File: config.mk
export PLATFORM = sky130hd
export DESIGN_NAME = maf_tm_pipe
export DESIGN_NICKNAME = d
export VERILOG_FILES = /design/src/rtl/maf_tm_pipe.sv
export SDC_FILE = /design/constraint.sdc
export NUM_CORES = 1
export LEC_CHECK = 0
export ABC_AREA = 1
export ABC_CLOCK_PERIOD_IN_PS = 31100
export CAP_MARGIN = 15
export CORE_UTILIZATION = 40
export CTS_CLUSTER_DIAMETER = 200
export DETAILED_ROUTE_END_ITERATION = 10
export GPL_ROUTABILITY_DRIVEN = 0
export SLEW_MARGIN = 25
export SYNTH_ARGS = -nofsm -noshare
export SYNTH_HDL_FRONTEND = slang
export SYNTH_SLANG_ARGS = --single-unit
File: constraint.sdc
create_clock -name clk -period 31.1 [get_ports clk]
set_input_delay 4.665 -clock clk [delete_from_list [all_inputs] [get_ports clk]]
set_output_delay 4.665 -clock clk [all_outputs]
set_load 0.1 [all_outputs]
File: src/rtl/maf_tm_pipe.sv
// Timing model and alignment checker for a pipelined FP unit under test.
// Delays op valid/operands by LATENCY stages, tracks in-flight ops, checks the DUT's res_rdy.
module maf_tm_pipe #(
    parameter int DATA_W  = 32,
    parameter int NUM_OPS = 3,
    parameter int LATENCY = 4,
    localparam int CNT_W  = $clog2(LATENCY + 1)
) (
    input  logic                      clk,
    input  logic                      rst,
    input  logic                      op_vld,
    input  logic [NUM_OPS*DATA_W-1:0] op_data,
    input  logic                      stall,
    input  logic                      flush,
    input  logic                      chk_en,
    input  logic                      res_rdy,
    output logic                      op_vld_rx,
    output logic [NUM_OPS*DATA_W-1:0] op_data_rx,
    output logic [CNT_W-1:0]          inflight_cnt,
    output logic                      drop_err,
    output logic                      align_err,
    output logic [15:0]               mism_cnt
);

    localparam int OP_W = NUM_OPS * DATA_W;

    logic [LATENCY-1:0] v_q, v_d;
    logic [OP_W-1:0]    d_q [LATENCY];
    logic [OP_W-1:0]    d_d [LATENCY];
    logic [CNT_W-1:0]   cnt_q, cnt_d;
    logic               drop_q, drop_d;
    logic               align_q, align_d;
    logic [15:0]        mism_q, mism_d;

    logic adv_s;
    logic accept_s;
    logic exit_s;
    logic chk_s;

    assign adv_s    = ~stall & ~flush;
    assign accept_s = adv_s & op_vld;
    assign exit_s   = adv_s & v_q[LATENCY-1];
    // The check compares against the current last-stage valid, with no extra delay.
    assign chk_s    = chk_en & adv_s & (res_rdy != v_q[LATENCY-1]);

    // Pipeline next state: flush clears valids, stall holds, otherwise shift.
    always_comb begin
        v_d    = v_q;
        cnt_d  = cnt_q;
        drop_d = drop_q;
        for (int i = 0; i < LATENCY; i++) begin
            d_d[i] = d_q[i];
        end
        if (flush) begin
            v_d   = '0;
            cnt_d = '0;
        end else if (stall) begin
            drop_d = drop_q | op_vld;
        end else begin
            v_d[0] = op_vld;
            d_d[0] = op_data;
            for (int i = 1; i < LATENCY; i++) begin
                v_d[i] = v_q[i-1];
                d_d[i] = d_q[i-1];
            end
            if (accept_s && !exit_s) begin
                cnt_d = cnt_q + CNT_W'(1);
            end else if (exit_s && !accept_s) begin
                cnt_d = cnt_q - CNT_W'(1);
            end else begin
                cnt_d = cnt_q;
            end
        end
    end

    // Alignment checker next state: sticky flag and saturating mismatch counter.
    always_comb begin
        align_d = align_q | chk_s;
        if (chk_s && (mism_q != 16'hFFFF)) begin
            mism_d = mism_q + 16'd1;
        end else begin
            mism_d = mism_q;
        end
    end

    // State registers, cleared asynchronously by rst.
    always_ff @(posedge clk or posedge rst) begin
        if (rst) begin
            v_q     <= '0;
            cnt_q   <= '0;
            drop_q  <= 1'b0;
            align_q <= 1'b0;
            mism_q  <= 16'd0;
            for (int i = 0; i < LATENCY; i++) begin
                d_q[i] <= '0;
            end
        end else begin
            v_q     <= v_d;
            cnt_q   <= cnt_d;
            drop_q  <= drop_d;
            align_q <= align_d;
            mism_q  <= mism_d;
            for (int i = 0; i < LATENCY; i++) begin
                d_q[i] <= d_d[i];
            end
        end
    end

    assign op_vld_rx    = v_q[LATENCY-1];
    assign op_data_rx   = d_q[LATENCY-1];
    assign inflight_cnt = cnt_q;
    assign drop_err     = drop_q;
    assign align_err    = align_q;
    assign mism_cnt     = mism_q;

endmodule
==> out/qor.yml <==
status: "finished clean"
die-area_um2: 41600
netlist_instances: 1770
rows: 73
postPlaceCellArea_um2: 18100
ir_drop_uv: 40.2
cts_resized: 0
cpPeakStageDelay_ps: 790
path_clk_slew_ps: 60
cp-end-kind: "flop"
critical_path_arrival_ps: 7970
place_hpwl_mm: 20.8
synth_warnings: 0
cpMostUsedCell: "buf_4"
skew_ps: 20.0
yosys-top-cells-count: "666 x nand2_1, 409 x dfrtp_1, 288 x o21ai_0"
worst_slack_ps: 23510
seqPwrFrac_pct: 42.3
rsz0062_at_grt: "no"
cp_max_fo: 101
diodes: 0
hold_buffers: 0
cts_tree: "built"
grt_max_degree: 269
cp.required_ps: 31480
synth_async_sr_flop_share_pct: 100
hold_violations: 0
synth_area_per_cell_um2: 9.21
io_buffers: 220
fp.coreArea_um2: 40000
path_cells: "clkdlybuf4s50_1, inv_1, nand2_4, buf_4, buf_4, o21ai_0"
die_height_um: 204
timing.fmax_mhz: 132
synth_area_leaders: "dfrtp_1 63%, nand2_1 15%, o21ai_0 8.8%, buf_4 4.5%, inv_1 3.7%"
place_ws_ps: 22960
dr.pass1.iters: 5
root_buffer: "clkbuf_16"
synth_top_area_share_pct: 62.8
synth_seq_cells: 409
synth.distinct_cells: 27
path_class: "input port to flop"
synth.net_count: 1875
grt_pass1_wl_mm: 54.5
overflow: 0
cts.htree.levels: 2
insertion_delay_ps: 540
hp-class: "flop to flop"
vias: 10900
finalCritPeriodShare_pct: 24.4
layout_min_cycle_time_ps: 7590
p_per_area_nw_per_um2: 78.9
layout-drive-gt1-share_pct: 5.06
dieWidth_um: 204
yosysMostFrequentCell: "nand2_1"
synth_ff_type: "dfrtp_1"
antenna_found_initial: 1
critPathLaunchType: "input port"
tightest_slew_ps: 1080
multi_input_area_um2: 4350
cp_slowest_cell: "buf_4"
clkPwrFrac_pct: 33.6
grt_usage_pct: 16.0
sw_frac_of_total_pct: 34.0
internal_power_mw: 1.03
postRouteAntennaNets: 0
post_cts_buffers: 0
p_comb_share_pct: 24.1
final_area_um2: 19700
io_pins: 221
seq_area_um2: 10200
setup_viol_count_final: 0
drcViolationCount: 0
wl_per_cell_um: 13.5
slew_headroom_pct: 28.1
leakagePower_nw: 9.38
synth_edf_count: 0
start_util_pct: 40.7
cts_made_buffers: 44
wirelength_mm: 32.6
grt_pass1_vias: 10600
fin_nets: 1970
tns_ps: 0
viasPerCell: 4.50
slew_violations: 0
yosysSeqAreaShare_pct: 62.8
fill_cells: 3746
maxCapViolCount: 0
synth_top_area_cell: "dfrtp_1"
p_sw_mw: 0.529
final_util_pct: 49.3
cts_num_sinks: 409
drt_iter0_drc: 770
cts_buffer_depth: 3
syn_area_um2: 16300
area_delta_synth_final_pct: 21.0
-- metal layers --
layer	GRT usage [%]	wire (um)	share of wire, %	vias up
li1	-	-	-	5561
met1	22.8	15400	47	5096
met2	25.2	15200	47	184
met3	2.57	1270	3.9	49
met4	4.97	732	2.2	0
met5	0	0	0	-
-- layout make-up --
type,count,area share [%]
Clock inverter,8,0.419
Tap cell,525,3.33
Sequential cell,409,51.9
Clock buffer,70,7.16
Inverter,163,3.15
Multi-Input combinational cell,1015,22.0
Timing Repair Buffer,232,12.0
-- worst paths after layout --
check	start	endpoint	slack (ps)	cells after the start
worst max-delay path	flush	d_q[205]$_DFFE_PP0N_	23510	6
worst min-delay path	op_data_rx[63]$_DFFE_PP0N_	op_data_rx[63]$_DFFE_PP0N_	470	2
worst max register to register	mism_cnt[0]$_DFFE_PP0P_	mism_cnt[15]$_DFFE_PP0P_	29160	8
worst min register to register	op_data_rx[63]$_DFFE_PP0N_	op_data_rx[63]$_DFFE_PP0N_	470	2
max in group asynchronous	rst	d_q[377]$_DFFE_PP0N_	24110	4
min in group asynchronous	rst	op_data_rx[34]$_DFFE_PP0N_	4660	2
-- cell usage in the layout (no fill, tap or decap), types with 10 or more instances in the layout --
cell | Yosys | layout
clkbuf_16 | 0 | 46
dfrtp_1 | 409 | 409
clkdlybuf4s50_1 | 0 | 219
clkbuf_8 | 0 | 17
o21ai_0 | 288 | 288
nand2_1 | 666 | 665
nand3_1 | 10 | 10
inv_1 | 162 | 161
nor2_1 | 16 | 16
-- flip-flops by register name, indices dropped and copies added, names as in the netlist --
signal / flops
v_q: 4
mism_cnt: 16
drop_err: 1
d_q: 288
align_err: 1
inflight_cnt: 3
op_data_rx: 96
-- per-stage QoR --
step / cells / power [mW] / hold slack (ps)
final: 2422 / 1.56 / 469
after CTS: 2419 / 1.58 / 472
after floorplan: 1770 / 0.979 / 442
after global placement: 2341 / 1.04 / 455
after detailed placement: 2341 / 1.05 / 458
after global routing: 2422 / 1.63 / 490
-- cells by family after synthesis --
kind of cell	synth area share, %
adders and majority gates	0.200
xor gates and xnor gates	0.484
and+or+nand+nor	16.7
DFF	62.8
AOI/OAI and AO/OA	9.26
buffers and inverters	10.6
-- power by group through the flow --
stage	clock, mW	combinational (mW)	sequential (mW)
2_1_floorplan	0	0.307	0.671
3_3_place_gp	0	0.374	0.666
3_5_place_dp	0	0.378	0.668
4_1_cts	0.538	0.379	0.659
5_1_grt	0.558	0.404	0.669
6_report	0.522	0.376	0.658
-- worst max-delay path, delay by kind of cell --
| family | cells | cell delay (ps) |
|---|---|---|
| AOI/OAI and AO/OA | 1 | 190 |
| buffers and inverters | 4 | 2300 |
| and+or+nand+nor | 1 | 670 |
No activity file was read; power rests on OpenSTA's default activity.
